<file path="src/rtl/can_frame_tx_pkg.sv">
// Shared CAN definitions: controller states, CRC15 polynomial, field widths
// and small helpers used by both the transmitter and the receiver.
package can_frame_tx_pkg;

    typedef enum logic [2:0] {
        S_IDLE,
        S_BUS_WAIT,
        S_STUFFED,
        S_CRC_DEL,
        S_ACK_SLOT,
        S_ACK_DEL,
        S_EOF,
        S_IFS
    } can_state_e;

    localparam logic [14:0] CAN_CRC_POLY  = 15'h4599;
    localparam int          CAN_BASE_ID_W = 11;
    localparam int          CAN_EXT_ID_W  = 18;
    localparam int          CAN_DLC_W     = 4;
    localparam int          CAN_CRC_W     = 15;

    localparam int CAN_FRAME_W     = 127;
    localparam int CAN_BASE_HDR    = 19;  // SOF .. DLC, base format
    localparam int CAN_EXT_HDR     = 39;  // SOF .. DLC, extended format
    localparam int CAN_BASE_ARB    = 12;  // index of RTR, base format
    localparam int CAN_EXT_ARB     = 32;  // index of RTR, extended format
    localparam int CAN_STUFF_LIMIT = 5;
    localparam int CAN_IDLE_BITS   = 11;
    localparam int CAN_EOF_BITS    = 7;

    function automatic logic [CAN_CRC_W-1:0] can_crc15_step(
        input logic [CAN_CRC_W-1:0] crc,
        input logic                 din
    );
        logic                 fb;
        logic [CAN_CRC_W-1:0] nxt;
        fb  = din ^ crc[CAN_CRC_W-1];
        nxt = {crc[CAN_CRC_W-2:0], 1'b0};
        if (fb) begin
            nxt = nxt ^ CAN_CRC_POLY;
        end
        return nxt;
    endfunction

    function automatic logic [3:0] can_payload_bytes(
        input logic [CAN_DLC_W-1:0] dlc,
        input logic                 rtr
    );
        if (rtr) begin
            return 4'd0;
        end
        return (dlc > 4'd8) ? 4'd8 : dlc;
    endfunction

endpackage

</file>
<file path="src/rtl/can_stuff_crc_tx.sv">
// Run-length tracker for bit stuffing plus the running CRC15 of the
// transmitted (unstuffed) frame bits; CRC can also be shifted out MSB first.
module can_stuff_crc_tx
(
    input  logic clk,
    input  logic rstn,
    input  logic clr,
    input  logic step,
    input  logic bit_in,
    input  logic crc_en,
    input  logic crc_shift,
    output logic stuff_due,
    output logic stuff_bit,
    output logic crc_msb
);
    import can_frame_tx_pkg::*;

    logic [2:0]           run_q,  run_d;
    logic                 last_q, last_d;
    logic [CAN_CRC_W-1:0] crc_q,  crc_d;

    always_comb begin
        run_d  = run_q;
        last_d = last_q;
        crc_d  = crc_q;
        if (clr) begin
            run_d  = 3'd0;
            last_d = 1'b1;
            crc_d  = '0;
        end else if (step) begin
            // Stuff bits restart the run, so they take part in the next count.
            if (run_q != 3'd0 && bit_in == last_q) begin
                run_d = run_q + 3'd1;
            end else begin
                run_d = 3'd1;
            end
            last_d = bit_in;
            if (crc_en) begin
                crc_d = can_crc15_step(crc_q, bit_in);
            end else if (crc_shift) begin
                crc_d = {crc_q[CAN_CRC_W-2:0], 1'b0};
            end
        end
    end

    always_ff @(posedge clk or negedge rstn) begin
        if (!rstn) begin
            run_q  <= 3'd0;
            last_q <= 1'b1;
            crc_q  <= '0;
        end else begin
            run_q  <= run_d;
            last_q <= last_d;
            crc_q  <= crc_d;
        end
    end

    assign stuff_due = (run_q == 3'(CAN_STUFF_LIMIT));
    assign stuff_bit = ~last_q;
    assign crc_msb   = crc_q[CAN_CRC_W-1];

endmodule

</file>
<file path="src/rtl/can_frame_tx.sv">
// CAN 2.0A/B frame transmitter: one frame per accepted request, with bus-idle
// wait, arbitration, stuffing, CRC15, ACK handling, EOF and intermission.
module can_frame_tx #(
    parameter int IFS_BITS = 3
) (
    input  logic        clk,
    input  logic        rstn,
    input  logic        bit_req,
    input  logic        bit_rx,
    output logic        bit_tx,
    input  logic        tx_start,
    input  logic        tx_ide,
    input  logic        tx_rtr,
    input  logic [28:0] tx_id,
    input  logic [3:0]  tx_dlc,
    input  logic [63:0] tx_data,
    output logic        tx_ready,
    output logic        tx_done,
    output logic        tx_acked,
    output logic        tx_arb_lost,
    output logic        tx_err
);
    import can_frame_tx_pkg::*;

    localparam logic [3:0] IFS_LAST = 4'(IFS_BITS - 1);

    can_state_e             state_q, state_d;
    logic [3:0]             cnt_q, cnt_d;
    logic                   bit_tx_q, bit_tx_d;
    logic                   ready_q, ready_d;
    logic                   done_q, done_d;
    logic                   acked_q, acked_d;
    logic                   arb_q, arb_d;
    logic                   err_q, err_d;
    logic                   ack_q, ack_d;
    logic [CAN_FRAME_W-1:0] frame_q, frame_d;
    logic [6:0]             idx_q, idx_d;
    logic                   stuffed_q, stuffed_d;
    logic                   ide_q, ide_d;
    logic [6:0]             crc_start_q, crc_start_d;
    logic [6:0]             last_idx_q, last_idx_d;

    logic       sc_clr, sc_step, sc_bit, sc_crc_en, sc_crc_shift;
    logic       stuff_due, stuff_bit, crc_msb;
    logic [6:0] next_idx, arb_end;
    logic       in_arb;
    logic [3:0] nbytes;

    function automatic logic [CAN_FRAME_W-1:0] assemble(
        input logic        ide,
        input logic        rtr,
        input logic [28:0] id,
        input logic [3:0]  dlc,
        input logic [63:0] data
    );
        if (ide) begin
            return {1'b0, id[28:18], 1'b1, 1'b1, id[17:0], rtr, 2'b00, dlc, data, 24'd0};
        end
        return {1'b0, id[10:0], rtr, 2'b00, dlc, data, 44'd0};
    endfunction

    can_stuff_crc_tx u_stuff_crc (
        .clk       (clk),
        .rstn      (rstn),
        .clr       (sc_clr),
        .step      (sc_step),
        .bit_in    (sc_bit),
        .crc_en    (sc_crc_en),
        .crc_shift (sc_crc_shift),
        .stuff_due (stuff_due),
        .stuff_bit (stuff_bit),
        .crc_msb   (crc_msb)
    );

    always_comb begin
        state_d      = state_q;
        cnt_d        = cnt_q;
        bit_tx_d     = bit_tx_q;
        done_d       = 1'b0;
        acked_d      = 1'b0;
        arb_d        = 1'b0;
        err_d        = 1'b0;
        ack_d        = ack_q;
        frame_d      = frame_q;
        idx_d        = idx_q;
        stuffed_d    = stuffed_q;
        ide_d        = ide_q;
        crc_start_d  = crc_start_q;
        last_idx_d   = last_idx_q;
        sc_clr       = 1'b0;
        sc_step      = 1'b0;
        sc_bit       = 1'b1;
        sc_crc_en    = 1'b0;
        sc_crc_shift = 1'b0;
        next_idx     = idx_q + 7'd1;
        nbytes       = can_payload_bytes(tx_dlc, tx_rtr);
        arb_end      = ide_q ? 7'(CAN_EXT_ARB) : 7'(CAN_BASE_ARB);
        // A stuff bit following RTR already belongs to the control field.
        in_arb       = (idx_q != 7'd0) &&
                       (stuffed_q ? (idx_q < arb_end) : (idx_q <= arb_end));

        case (state_q)
            S_IDLE: begin
                bit_tx_d = 1'b1;
                if (ready_q && tx_start) begin
                    frame_d     = assemble(tx_ide, tx_rtr, tx_id, tx_dlc, tx_data);
                    ide_d       = tx_ide;
                    crc_start_d = (tx_ide ? 7'(CAN_EXT_HDR) : 7'(CAN_BASE_HDR)) + {nbytes, 3'b000};
                    last_idx_d  = crc_start_d + 7'(CAN_CRC_W - 1);
                    idx_d       = 7'd0;
                    stuffed_d   = 1'b0;
                    cnt_d       = 4'd0;
                    sc_clr      = 1'b1;
                    state_d     = S_BUS_WAIT;
                end
            end
            S_BUS_WAIT: begin
                if (bit_req) begin
                    if (!bit_rx) begin
                        cnt_d = 4'd0;
                    end else if (cnt_q == 4'(CAN_IDLE_BITS - 1)) begin
                        sc_step   = 1'b1;
                        sc_bit    = frame_q[CAN_FRAME_W-1];
                        sc_crc_en = 1'b1;
                        bit_tx_d  = sc_bit;
                        frame_d   = frame_q << 1;
                        idx_d     = 7'd0;
                        stuffed_d = 1'b0;
                        state_d   = S_STUFFED;
                    end else begin
                        cnt_d = cnt_q + 4'd1;
                    end
                end
            end
            S_STUFFED: begin
                if (bit_req) begin
                    if (bit_rx != bit_tx_q) begin
                        bit_tx_d = 1'b1;
                        state_d  = S_IDLE;
                        if (in_arb && bit_tx_q && !bit_rx) begin
                            arb_d = 1'b1;
                        end else begin
                            err_d = 1'b1;
                        end
                    end else if (stuff_due) begin
                        sc_step   = 1'b1;
                        sc_bit    = stuff_bit;
                        bit_tx_d  = sc_bit;
                        stuffed_d = 1'b1;
                    end else if (idx_q == last_idx_q) begin
                        bit_tx_d = 1'b1;
                        state_d  = S_CRC_DEL;
                    end else begin
                        sc_step   = 1'b1;
                        idx_d     = next_idx;
                        stuffed_d = 1'b0;
                        if (next_idx < crc_start_q) begin
                            sc_bit    = frame_q[CAN_FRAME_W-1];
                            sc_crc_en = 1'b1;
                            frame_d   = frame_q << 1;
                        end else begin
                            sc_bit       = crc_msb;
                            sc_crc_shift = 1'b1;
                        end
                        bit_tx_d = sc_bit;
                    end
                end
            end
            S_CRC_DEL: begin
                if (bit_req) begin
                    bit_tx_d = 1'b1;
                    if (!bit_rx) begin
                        err_d   = 1'b1;
                        state_d = S_IDLE;
                    end else begin
                        state_d = S_ACK_SLOT;
                    end
                end
            end
            S_ACK_SLOT: begin
                if (bit_req) begin
                    bit_tx_d = 1'b1;
                    ack_d    = ~bit_rx;
                    state_d  = S_ACK_DEL;
                end
            end
            S_ACK_DEL: begin
                if (bit_req) begin
                    bit_tx_d = 1'b1;
                    if (bit_rx) begin
                        done_d  = 1'b1;
                        acked_d = ack_q;
                        cnt_d   = 4'd0;
                        state_d = S_EOF;
                    end else begin
                        err_d   = 1'b1;
                        state_d = S_IDLE;
                    end
                end
            end
            S_EOF: begin
                if (bit_req) begin
                    bit_tx_d = 1'b1;
                    if (cnt_q == 4'(CAN_EOF_BITS - 1)) begin
                        cnt_d   = 4'd0;
                        state_d = (IFS_BITS == 0) ? S_IDLE : S_IFS;
                    end else begin
                        cnt_d = cnt_q + 4'd1;
                    end
                end
            end
            S_IFS: begin
                if (bit_req) begin
                    bit_tx_d = 1'b1;
                    if (cnt_q == IFS_LAST) begin
                        cnt_d   = 4'd0;
                        state_d = S_IDLE;
                    end else begin
                        cnt_d = cnt_q + 4'd1;
                    end
                end
            end
            default: begin
                bit_tx_d = 1'b1;
                state_d  = S_IDLE;
            end
        endcase

        ready_d = (state_d == S_IDLE);
    end

    always_ff @(posedge clk or negedge rstn) begin
        if (!rstn) begin
            state_q     <= S_IDLE;
            cnt_q       <= 4'd0;
            bit_tx_q    <= 1'b1;
            ready_q     <= 1'b0;
            done_q      <= 1'b0;
            acked_q     <= 1'b0;
            arb_q       <= 1'b0;
            err_q       <= 1'b0;
            ack_q       <= 1'b0;
            frame_q     <= '0;
            idx_q       <= 7'd0;
            stuffed_q   <= 1'b0;
            ide_q       <= 1'b0;
            crc_start_q <= 7'd0;
            last_idx_q  <= 7'd0;
        end else begin
            state_q     <= state_d;
            cnt_q       <= cnt_d;
            bit_tx_q    <= bit_tx_d;
            ready_q     <= ready_d;
            done_q      <= done_d;
            acked_q     <= acked_d;
            arb_q       <= arb_d;
            err_q       <= err_d;
            ack_q       <= ack_d;
            frame_q     <= frame_d;
            idx_q       <= idx_d;
            stuffed_q   <= stuffed_d;
            ide_q       <= ide_d;
            crc_start_q <= crc_start_d;
            last_idx_q  <= last_idx_d;
        end
    end

    assign bit_tx      = bit_tx_q;
    assign tx_ready    = ready_q;
    assign tx_done     = done_q;
    assign tx_acked    = acked_q;
    assign tx_arb_lost = arb_q;
    assign tx_err      = err_q;

endmodule

</file>
<file path="config.mk">
export PLATFORM = sky130hd
export DESIGN_NAME = can_frame_tx
export DESIGN_NICKNAME = d
export VERILOG_FILES = /design/src/rtl/can_frame_tx_pkg.sv /design/src/rtl/can_stuff_crc_tx.sv /design/src/rtl/can_frame_tx.sv
export SDC_FILE = /design/constraint.sdc
export NUM_CORES = 1
export LEC_CHECK = 0
export BUFFER_PORTS_ARGS = -buffer_cell sky130_fd_sc_hd__buf_2
export CORE_AREA = 4 4 137 139
export CTS_CLUSTER_DIAMETER = 150
export DETAILED_ROUTE_END_ITERATION = 10
export DIE_AREA = 0 0 141 143
export PLACE_DENSITY = 0.75
export SYNTH_ARGS = -nofsm -noshare
export SYNTH_HDL_FRONTEND = slang
export SYNTH_SLANG_ARGS = --single-unit
</file>
<file path="constraint.sdc">
create_clock -name clk -period 8.1 [get_ports clk]
set_input_delay 0.405 -clock clk [delete_from_list [all_inputs] [get_ports clk]]
set_output_delay 0.405 -clock clk [all_outputs]
set_load 0.03 [all_outputs]
</file>
==> results_dict.tcl <==
set metrics [dict create \
    crit_buf_inv 1 \
    grt_pass1_wl_um 33890 \
    synth-seq-cells 153 \
    cap_violations 0 \
    status "complete, but fails checks" \
    io_buffers 109 \
    grt_max_degree 149 \
    final_util 0.5575 \
    netlist.area_leader.share 0.4374 \
    hold_buffers 0 \
    grt_usage 0.2093 \
    gp_congestion 0.8766 \
    post-route-period-util 0.4774 \
    slowest_delay_ns 0.94 \
    drt_first_pass_iters 5 \
    arrival_ns 4.11 \
    drive_gt1_frac 0.1498 \
    worst_setup_path_start_kind "flip-flop" \
    dieArea_um2 20160 \
    drc_errors 0 \
    whs_ns -0.01736 \
    reg2reg_slack_ns 4.23 \
    end_kind "flip-flop" \
    vias_per_cell 5.617 \
    netlist_instances 1002 \
    skew_ns 0.008949 \
    antenna_found_initial 0 \
    synth-edff-count 0 \
    max_freq_mhz 258.6 \
    worst_slack_ns 4.233 \
    synth_top_cell_by_area "dfrtp_1" \
    grt-ovfl-total 0 \
    cts_tree "yes" \
    row_count 49 \
    min_path_type "input pin to asynchronous set/reset pin" \
    vias 7324 \
    h-tree-depth 4 \
    ir_drop_mv 0.1688 \
    dp.cells 1272 \
    cp_data_required_time_ns 8.35 \
    fp.dieH_um 143 \
    ys_seq_area_frac 0.4434 \
    crit_chain "ha_1 -> nand3_1 -> nor2_1 -> xor2_1 -> ha_1 -> nand2_1 -> a211o_1 -> nand2_1 -> o21a_4 -> buf_4 -> o21ai_0" \
    p_per_area_nw_per_um2 291.9 \
    cts_resized 0 \
    failed_checks "negative hold slack" \
    ys_top_cells_by_area "dfrtp_1 (44%), mux2i_1 (9.2%), o21ai_0 (7.2%), a21oi_1 (6.8%), nand2_1 (6.3%)" \
    avgSynthCellArea_um2 8.622 \
    period_needed_ns 3.867 \
    clockBufferDepth 2 \
    postCtsSetupBuffers 0 \
    layoutNonFillerInstCount 1304 \
    core_area_um2 17660 \
    critPathTopFamily "compound AO/OA/AOI/OAI gates" \
    start_util 0.4893 \
    syn-num-nets 1126 \
    relSlewSlack 0.2184 \
    async_flop_share 1.000 \
    finalHoldViolations 6 \
    mappedNetlistArea_um2 8640 \
    pre_cts_slack_ns 4.286 \
    drtAntennaViolNets 0 \
    area_growth_pct 13.93 \
    path_clk_slew_ns 0.06 \
    worst_slew_pin_slew_ns 1.172 \
    finalSetupViolCount 0 \
    synth_cell_types 57 \
    cts.sinks 153 \
    wirelength_um 20870 \
    die_w_um 141 \
    hpwlAfterDp_um 14520 \
    antennaDiodeCount 0 \
    synth-main-ff-cell "dfrtp_1" \
    cts-root-buf "clkbuf_16" \
    ys_warn_count 0 \
    crit_path_max_fanout 148 \
    p_leak_nw 4.690 \
    critical_path.slowest_cell "buf_4" \
    insertion_delay_ns 0.43 \
    grt_setup_unrepaired "false" \
    first_global_vias 6779 \
    final.setup.tns_ns 0 \
    wire_per_inst_um 16.01 \
    cts_buffers 17 \
    nets 1186 \
    io_pins 110 \
    critical_path_class "flip-flop to flip-flop" \
    drt_iter0_drc 527 \
    drv_slew 0 \
]
## layer usage
metal | global-route usage | wire, um | vias to the layer above
li1 | - | - | 3628
met2 | 0.3274 | 9675 | 229
met3 | 0.04086 | 1228 | 27
met4 | 0.06323 | 363 | 0
met5 | 0 | 0 | -
met1 | 0.2973 | 9603 | 3440
## cell type report
| class | count | area, um^2 |
|---|---|---|
| clock inverter | 14 | 193.9 |
| fill | 1556 | 7814 |
| tap | 229 | 286.5 |
| timing repair buffer | 114 | 591.8 |
| multi-input combinational | 756 | 4425 |
| clock buffer | 18 | 439.2 |
| inverter | 20 | 75.07 |
| sequential | 153 | 3831 |
## kinds of logic after synthesis
group,after synthesis,share of synthesized area
AOI/OAI and AO/OA,295,0.1909
xor gates and xnor gates,13,0.01318
adders and majority gates,20,0.02983
buffers and inverters,93,0.04649
DFF,153,0.4434
muxes,85,0.09935
and+or+nand+nor,343,0.1768
## report_power, final
| part | total (mW) | switching [mW] | internal [mW] | leakage (nW) |
|---|---|---|---|---|
| clock | 0.855 | 0.330 | 0.525 | 0.295 |
| combinational | 0.798 | 0.480 | 0.318 | 2.36 |
| sequential | 1.22 | 0.180 | 1.04 | 2.04 |
| total | 2.87 | 0.989 | 1.88 | 4.69 |
## cell usage in the layout (no fill, tap or decap), types with 3 or more instances in the layout
cell type	instances
nor4_1	3
ha_1	19
inv_1	20
buf_4	6
o21a_1	3
or4_1	5
o211ai_1	3
inv_6	3
nand2_1	145
clkinvlp_4	5
o21ai_1	5
o31ai_1	5
xor2_1	5
nor2b_1	3
xnor2_1	8
nand2b_1	4
or3_1	3
buf_2	107
and3_1	26
clkbuf_16	17
a31oi_1	3
dfrtp_1	151
o21ai_0	124
and2_1	7
bufinv_16	4
nor2_1	101
mux2_2	6
nand4_1	4
nor3_1	6
a21oi_1	116
a22o_1	10
mux2i_1	79
o22ai_1	3
a32oi_1	5
nand3_1	27
## sequential cells by signal, indices dropped and copies added (netlist names)
name                flops
u_stuff_crc.run_q       3
idx_q                   7
tx_arb_lost             1
crc_start_q             6
tx_ready                1
ack_q                   1
u_stuff_crc.last_q      1
frame_q               103
tx_err                  1
tx_done                 1
tx_acked                1
u_stuff_crc.crc_q      15
last_idx_q              3
stuffed_q               1
cnt_q                   4
bit_tx                  1
state_q                 3
## stage by stage
stage | cell area [um^2] | hold WS (ns) | power, mW
2_1_floorplan | 8640 | 0.1094 | 1.810
3_3_place_gp | 9210 | 0.4589 | 1.988
3_5_place_dp | 9210 | 0.4661 | 2.025
4_1_cts | 9843 | 0.02428 | 2.890
5_1_grt | 9843 | 0.03912 | 3.087
6_report | 9843 | -0.01736 | 2.873
## final timing paths
check                                                        end  cells past startpoint                  from
min in group clk                         frame_q[24]$_DFFE_PN0P_                      3            tx_data[0]
max in group asynchronous             crc_start_q[6]$_DFFE_PN0P_                      2                  rstn
worst max-delay path                     frame_q[73]$_DFFE_PN0P_                     11  idx_q[0]$_DFFE_PN0P_
worst min-delay path            u_stuff_crc.crc_q[9]$_DFFE_PN0P_                      1                  rstn
worst max register to register           frame_q[73]$_DFFE_PN0P_                     11  idx_q[0]$_DFFE_PN0P_
worst min register to register                 ack_q$_DFFE_PN0P_                      2     ack_q$_DFFE_PN0P_
## cell usage after synthesis (8+ instances only)
| library cell | n |
|---|---|
| inv_1 | 20 |
| a22o_1 | 10 |
| a21oi_1 | 117 |
| buf_2 | 15 |
| o21ai_0 | 124 |
| dfrtp_1 | 151 |
| ha_1 | 19 |
| mux2i_1 | 79 |
| nand3_1 | 27 |
| nor2_1 | 101 |
| xnor2_1 | 8 |
| clkbuf_1 | 48 |
| nand2_1 | 145 |
| and3_1 | 26 |
No activity file was read; power rests on OpenSTA's default activity.
